--- src/rtl/dsm_playback_ctrl.sv ---
// dsm_playback_ctrl: captures modulator words into an external buffer RAM and
// replays them on internal_bit for a programmed number of passes (or forever).
`timescale 1ns / 1ps
`default_nettype none

module dsm_playback_ctrl #(
  parameter int MOD_BITS  = 4,
  parameter int SAMPLES   = 256,
  parameter int ADDR_BITS = 8,
  parameter int LOOP_BITS = 8
) (
  input  logic                 internal_clk,
  input  logic                 internal_rst_n,
  input  logic                 start,
  input  logic                 replay,
  input  logic                 abort,
  input  logic [ADDR_BITS:0]   cfg_length,
  input  logic [LOOP_BITS-1:0] cfg_loops,
  input  logic                 src_valid,
  input  logic [MOD_BITS-1:0]  src_bit,
  output logic                 buf_wr_en,
  output logic [ADDR_BITS-1:0] buf_wr_addr,
  output logic [MOD_BITS-1:0]  buf_wr_data,
  output logic                 buf_rd_en,
  output logic [ADDR_BITS-1:0] buf_rd_addr,
  input  logic [MOD_BITS-1:0]  buf_rd_data,
  output logic [MOD_BITS-1:0]  internal_bit,
  output logic                 play_valid,
  output logic [2:0]           state,
  output logic [ADDR_BITS:0]   fill_count,
  output logic                 done,
  output logic                 error
);

  typedef enum logic [2:0] {
    ST_IDLE = 3'd0,
    ST_FILL = 3'd1,
    ST_PLAY = 3'd2,
    ST_DONE = 3'd3,
    ST_ERR  = 3'd4
  } state_t;

  localparam logic [ADDR_BITS:0]   C_SAMPLES  = (ADDR_BITS + 1)'(SAMPLES);
  localparam logic [ADDR_BITS:0]   C_LEN_ONE  = (ADDR_BITS + 1)'(1);
  localparam logic [ADDR_BITS-1:0] C_PTR_ONE  = ADDR_BITS'(1);
  localparam logic [LOOP_BITS-1:0] C_LOOP_ONE = LOOP_BITS'(1);

  state_t               state_q, state_d;
  logic [ADDR_BITS:0]   len_q, len_d;
  logic [LOOP_BITS-1:0] loops_q, loops_d;
  logic [ADDR_BITS-1:0] wr_ptr_q, wr_ptr_d;
  logic [ADDR_BITS-1:0] rd_ptr_q, rd_ptr_d;
  logic [LOOP_BITS-1:0] loop_cnt_q, loop_cnt_d;
  logic [ADDR_BITS:0]   fill_count_q, fill_count_d;
  logic                 rd_q, rd_d;
  logic [MOD_BITS-1:0]  internal_bit_q, internal_bit_d;
  logic                 play_valid_q, play_valid_d;

  logic cfg_bad;
  logic wr_last;
  logic rd_last;
  logic loop_last;
  logic wr_fire;
  logic rd_fire;

  // Pointers are zero-extended so len==2**ADDR_BITS compares against 255, not 0.
  assign cfg_bad   = (cfg_length == '0) || (cfg_length > C_SAMPLES);
  assign wr_last   = ({1'b0, wr_ptr_q} == (len_q - C_LEN_ONE));
  assign rd_last   = ({1'b0, rd_ptr_q} == (len_q - C_LEN_ONE));
  assign loop_last = (loops_q != '0) && (loop_cnt_q == (loops_q - C_LOOP_ONE));

  assign wr_fire = internal_rst_n & ~abort & (state_q == ST_FILL) & src_valid;
  assign rd_fire = internal_rst_n & ~abort & (state_q == ST_PLAY);

  always_comb begin
    state_d        = state_q;
    len_d          = len_q;
    loops_d        = loops_q;
    wr_ptr_d       = wr_ptr_q;
    rd_ptr_d       = rd_ptr_q;
    loop_cnt_d     = loop_cnt_q;
    fill_count_d   = fill_count_q;
    rd_d           = rd_fire;
    play_valid_d   = rd_q;
    internal_bit_d = rd_q ? buf_rd_data : '0;

    if (abort) begin
      state_d = ST_IDLE;
    end else begin
      case (state_q)
        ST_IDLE, ST_DONE, ST_ERR: begin
          if (start) begin
            len_d   = cfg_length;
            loops_d = cfg_loops;
            if (cfg_bad) begin
              state_d = ST_ERR;
            end else begin
              state_d      = ST_FILL;
              wr_ptr_d     = '0;
              fill_count_d = '0;
            end
          end else if (replay && (state_q == ST_DONE)) begin
            state_d    = ST_PLAY;
            rd_ptr_d   = '0;
            loop_cnt_d = '0;
          end
        end
        ST_FILL: begin
          if (src_valid) begin
            wr_ptr_d     = wr_ptr_q + C_PTR_ONE;
            fill_count_d = fill_count_q + C_LEN_ONE;
            if (wr_last) begin
              state_d    = ST_PLAY;
              rd_ptr_d   = '0;
              loop_cnt_d = '0;
            end
          end
        end
        ST_PLAY: begin
          if (rd_last) begin
            rd_ptr_d = '0;
            if (loops_q != '0) begin
              loop_cnt_d = loop_cnt_q + C_LOOP_ONE;
            end
            if (loop_last) begin
              state_d = ST_DONE;
            end
          end else begin
            rd_ptr_d = rd_ptr_q + C_PTR_ONE;
          end
        end
        default: state_d = ST_IDLE;
      endcase
    end
  end

  always_ff @(posedge internal_clk) begin
    if (!internal_rst_n) begin
      state_q        <= ST_IDLE;
      len_q          <= '0;
      loops_q        <= '0;
      wr_ptr_q       <= '0;
      rd_ptr_q       <= '0;
      loop_cnt_q     <= '0;
      fill_count_q   <= '0;
      rd_q           <= 1'b0;
      internal_bit_q <= '0;
      play_valid_q   <= 1'b0;
    end else begin
      state_q        <= state_d;
      len_q          <= len_d;
      loops_q        <= loops_d;
      wr_ptr_q       <= wr_ptr_d;
      rd_ptr_q       <= rd_ptr_d;
      loop_cnt_q     <= loop_cnt_d;
      fill_count_q   <= fill_count_d;
      rd_q           <= rd_d;
      internal_bit_q <= internal_bit_d;
      play_valid_q   <= play_valid_d;
    end
  end

  assign buf_wr_en    = wr_fire;
  assign buf_wr_addr  = wr_ptr_q;
  assign buf_wr_data  = src_bit;
  assign buf_rd_en    = rd_fire;
  assign buf_rd_addr  = rd_ptr_q;
  assign internal_bit = internal_bit_q;
  assign play_valid   = play_valid_q;
  assign state        = state_q;
  assign fill_count   = fill_count_q;
  assign done         = (state_q == ST_DONE);
  assign error        = (state_q == ST_ERR);

endmodule

`default_nettype wire
--- config.mk ---
export PLATFORM = sky130hd
export DESIGN_NAME = dsm_playback_ctrl
export DESIGN_NICKNAME = d
export VERILOG_FILES = /design/src/rtl/dsm_playback_ctrl.sv
export SDC_FILE = /design/constraint.sdc
export NUM_CORES = 1
export LEC_CHECK = 0
export ABC_AREA = 1
export CELL_PAD_IN_SITES_DETAIL_PLACEMENT = 0
export CELL_PAD_IN_SITES_GLOBAL_PLACEMENT = 1
export CORE_MARGIN = 3
export CORE_UTILIZATION = 39
export DETAILED_ROUTE_END_ITERATION = 8
export PLACE_DENSITY = 0.81
export SLEW_MARGIN = 15
export SYNTH_ARGS = -nofsm -noshare
export SYNTH_HDL_FRONTEND = slang
export SYNTH_SLANG_ARGS = --single-unit
--- constraint.sdc ---
create_clock -name internal_clk -period 5 [get_ports internal_clk]
set_input_delay 1.5 -clock internal_clk [delete_from_list [all_inputs] [get_ports internal_clk]]
set_output_delay 1.5 -clock internal_clk [all_outputs]
set_load 0.02 [all_outputs]
# Word level (Yosys, flattened, before mapping)
# Index checks and enable logic that the tools add are counted.
# op_classes
order_cmp	1
bitwise_logic	6
n_eq_ne	17
n_reduce_logical	16
addsub	6
muxes	25
# op_table
cell	n
8-bit two-way mux	10
8-bit case mux with 3 select lines	2
9-bit two-way mux	3
8-bit by 1-bit adder with 8-bit output (second input constant)	3
3-bit two-way mux	7
8-bit by 9-bit == test with 1-bit output	2
9-bit case mux with 2 select lines	1
2-bit inequality test (second input constant)	8
8-bit case mux with 2 select lines	1
5-bit AND reduction	2
9-bit by 1-bit adder with 9-bit output (second input constant)	1
9-bit greater-than comparator (second input constant)	1
9-bit zero test	1
3-bit case mux with 3 select lines	1
9-bit by 1-bit subtractor with 9-bit output (second input constant)	1
8-bit == test	1
8-bit AND reduction	1
8-bit nonzero test	1
8-bit by 1-bit subtractor with 8-bit output (second input constant)	1
3-bit by 2-bit == test with 1-bit output (second input constant)	2
6-bit AND reduction	1
1-bit bitwise AND	4
3-bit by 1-bit == test with 1-bit output (second input constant)	1
3-bit == test (second input constant)	1
12 further kinds	14
# word_totals
out_inout_bits	41
ff_bits	59
in_bits	31
word_cells	81

# Depth between registers and ports, before layout
# depth
word_depth	6
ltp_mapped	17
ltp_nobuf	17

# Worst setup path after synthesis
# Ideal clock, no wire load.
# synth_path
path_kind	input to output
start	input port internal_rst_n
end	output port buf_wr_en
path_stages	4
arrival_time_ps	2313
slack_ps	1187
required_time_ps	3500
cell_sequence	inv_1 -> nor2_1 -> inv_1 -> nor3_1
# synth_between
elab_chain_cells	3
# synth_rtl
item	line	rtl
from (decl)	13	input logic internal_rst_n,
1-bit bitwise AND (3 in a row)	72	assign wr_fire = internal_rst_n & ~abort & (state_q == ST_FILL) & src_valid;
to (decl)	21	output logic buf_wr_en,
# Every way passes these cells.

# Worst setup path after layout
# Ends and elaborated chain as after synthesis.

==> key figures <==
Run status
  – Status: completed

Setup path
  – Critical path's slowest cell: clkdlybuf4s50_1
  – Depth of the worst register-to-register path: 14
  – Crit Path Class: input pin to output pin
  – Critical path startpoint category: input pin
  – Arrival time of data at the critical path endpoint: 3.11 ns
  – Critical Path Sink Type: output pin
  – Critical register-to-register path startpoint: len_q[0]
  – Critical-path cell list: clkdlybuf4s50_1, inv_1, nor2_1, inv_1, nor3_1, clkdlybuf4s50_1
  – Max stage delay on crit path: 0.63 ns
  – Max FO, Critical Path: 3
  – Internal reg-to-reg setup slack: 2.30 ns
  – Endpoint of the worst-slack reg-to-reg timing path: buf_rd_addr[5]
  – Data required time of the worst path: 3.50 ns

Worst hold path
  – Hold Startpoint: len_q[8]
  – Worst Hold Endpoint: len_q[8]
  – Worst Hold Path Cells: 2
  – Path category of the worst min-delay check: flop to flop

Synth
  – Post-Synthesis Cells: 574
  – Library cell with the highest instance count after synthesis: nand2_1
  – Number of flops mapped to enable cells by yosys: 0
  – #FFs+latches synth: 59
  – Predominant post-synthesis flop cell: dfxtp_1
  – Count of different cell masters after synthesis: 38
  – Syn_area_per_cell: 6.47 um^2
  – Total nets after synthesis: 611
  – Sequential area share after synthesis: 31.8%
  – Share of the synthesized area in the top cell type: 31.8%
  – Yosys warning total: 0
  – Share of flip-flops with an asynchronous set or reset: 0%
  – Dominant cell type by area after synthesis: dfxtp_1
  – Most used standard cells in the synthesized netlist: 129 x nand2_1, 87 x nor2_1, 63 x inv_1
  – Most area-consuming cells after synthesis: dfxtp_1 32%, nand2_1 13%, nor2_1 8.8%, inv_1 6.4%, nand3_1 6.3%
  – Post-synth design cell area: 0.00371 mm^2

GRT
  – Overall track demand over capacity in global routing: 18.6%
  – Wire length of the first global-routing pass: 16600 um
  – Total congestion overflow: 0
  – Vias in the first global route: 3409
  – Initial antenna violation count: 0
  – Pin count of the biggest net entering global routing: 33

Final layout
  – Share of layout cells above drive strength 1: 9.06%
  – Sequential cell area: 0.00118 mm^2
  – Non-filler cells in the finished layout: 766
  – Number of fill cells: 949
  – Synth-to-Final Area Change: 23.7%
  – Utilization of the core after routing: 51.2%
  – Final Cell Area: 0.00459 mm^2
  – Number of antenna repair diodes: 0
  – Area occupied by multi-input gates: 0.00213 mm^2
  – Net count, final: 672

Power and ir drop
  – Switching power total: 0.497 mW
  – Fraction of power consumed by the clock network: 30.1%
  – Power Dens Cells: 295 mW/mm^2
  – Sw frac: 36.6%
  – Relative contribution of sequential cells to total power: 39.5%
  – IR drop worst, VDD: 0.145 mV
  – Combinational fraction of design power: 30.4%
  – Internal cell power: 0.861 mW
  – Cell leakage power: 1.86 nW
  – Total power of the final layout: 1.36 mW

STA
  – Hold slack: 0.470 ns
  – Final Hold Viols: 0
  – Total negative slack for setup checks: 0 ns
  – Tmin final: 4.61 ns
  – Final worst path period share: 92.1%
  – Max frequency: 217 MHz
  – Slew at the pin with the worst max-slew slack: 0.524 ns
  – RSZ-0062 raised after global routing: false
  – Slew headroom: 64.8%
  – Fin. max-slew vios: 0
  – Clock tree skew after final layout: 0.00941 ns
  – Number of failing setup endpoints in the final timing report: 0
  – Setup slack after layout: 0.394 ns

Clock tree
  – Clock slew seen by the registers of the worst setup and hold paths: 0.07 ns
  – Clock Latency Late Sink: 0.34 ns
  – Clock tree root driver cell: clkbuf_8
  – Clock sink count: 59
  – Number of H-tree branching levels: 3
  – Maximum root-to-sink buffer count: 2
  – Number of buffers added by the clock tree synthesis step: 9
  – Post-CTS Setup Bufs: 0
  – Hold_buf cts: 0
  – Cells resized by post-CTS repair: 0
  – Clock tree from TritonCTS: built

Placed design
  – Post-detail-place hpwl: 7690 um
  – Port Buf Inserts: 63
  – Place WS: 0.370 ns
  – DP Area: 0.00441 mm^2
  – GP Congestion: 0.899
  – Placed cell count: 750

Drt
  – Routed Antenna Nets: 0
  – WL per Instance: 12.8 um
  – Total iterations of the first detailed-routing run: 4
  – Detail-routed via count per cell: 4.82
  – Aggregate routed wire length: 9830 um
  – Iter 0 DRT Violations: 128
  – Total via count in the routed design: 3694
  – Number of remaining DRC errors: 0

Floorplan
  – Overall die height: 104 um
  – Area enclosed by the die boundary: 0.0107 mm^2
  – Rows: 34
  – Placeable Area: 0.00898 mm^2
  – Boundary Pins: 72
  – Initial cell density of the core: 41.4%
  – Die span in x: 104 um

Job
  – Max-cap violation count: 0
worst max-delay path, delay by kind of cell:
family	cells	cell delay, ns
simple gates	2	0.31
buf+inv	4	1.30
power by group through the flow:
| stage | combinational, mW | sequential (mW) | clock, mW |
|---|---|---|---|
| floorplan | 0.303 | 0.550 | 0 |
| global placement | 0.410 | 0.547 | 0 |
| detailed placement | 0.412 | 0.547 | 0 |
| CTS | 0.415 | 0.537 | 0.422 |
| global route | 0.469 | 0.542 | 0.443 |
| finish | 0.412 | 0.536 | 0.409 |
worst max-delay path by stage:
| stage | startpoint | endpoint | slack, ns | cells after the start |
|---|---|---|---|---|
| floorplan | internal_rst_n | buf_wr_en | 1.19 | 4 |
| global placement | internal_rst_n | buf_wr_en | 0.39 | 6 |
| detailed placement | internal_rst_n | buf_wr_en | 0.37 | 6 |
| CTS | internal_rst_n | buf_wr_en | 0.36 | 6 |
| global route | internal_rst_n | buf_wr_en | 0.23 | 6 |
| finish | internal_rst_n | buf_wr_en | 0.39 | 6 |
cell type report:
type,count,area share [%]
clock buffer,12,3.38
clock inverter,4,0.545
inverter,75,6.13
multi-input combinational,423,46.4
sequential,59,25.7
tap,126,3.43
timing repair buffer,67,14.4
metal layers:
layer  wire [um]  track usage [%]  up-vias
met1        4780             24.9     1666
met4          89             4.46        0
met2        4650             30.4       54
met5           0                0        -
li1            -                -     1966
met3         312             4.54        8
state kept, by name, summed over array words and instances (netlist names):
| signal | cells |
|---|---|
| fill_count | 9 |
| len_q | 9 |
| state | 3 |
| loop_cnt_q | 8 |
| buf_rd_addr | 8 |
| loops_q | 8 |
| buf_wr_addr | 8 |
| internal_bit | 4 |
| play_valid_d | 1 |
| play_valid | 1 |
cells in the final DEF, fill, tap and decap left out, drive strengths merged:
cell	count
a211oi	1
a21oi	37
a31oi	1
buf	4
clkbuf	12
clkdlybuf4s50	63
clkinv	4
clkinvlp	2
dfxtp	59
ha	6
inv	73
nand2	138
nand3	50
nand3b	1
nand4	17
nor2	96
nor3	15
nor4	3
o21a	1
o21ai	34
o21bai	1
or2	2
xnor2	6
xor2	14
logic make-up after synthesis:
logic type | after synthesis | share of synthesized area, %
buffers and inverters | 92 | 10.8
adder cells (fa/ha/maj) | 6 | 2.02
AO/OA/AOI/OAI | 75 | 11.0
AND/OR/NAND/NOR | 322 | 39.7
flip-flops | 59 | 31.8
XOR/XNOR | 20 | 4.72
(Power assumes the default switching activity.)
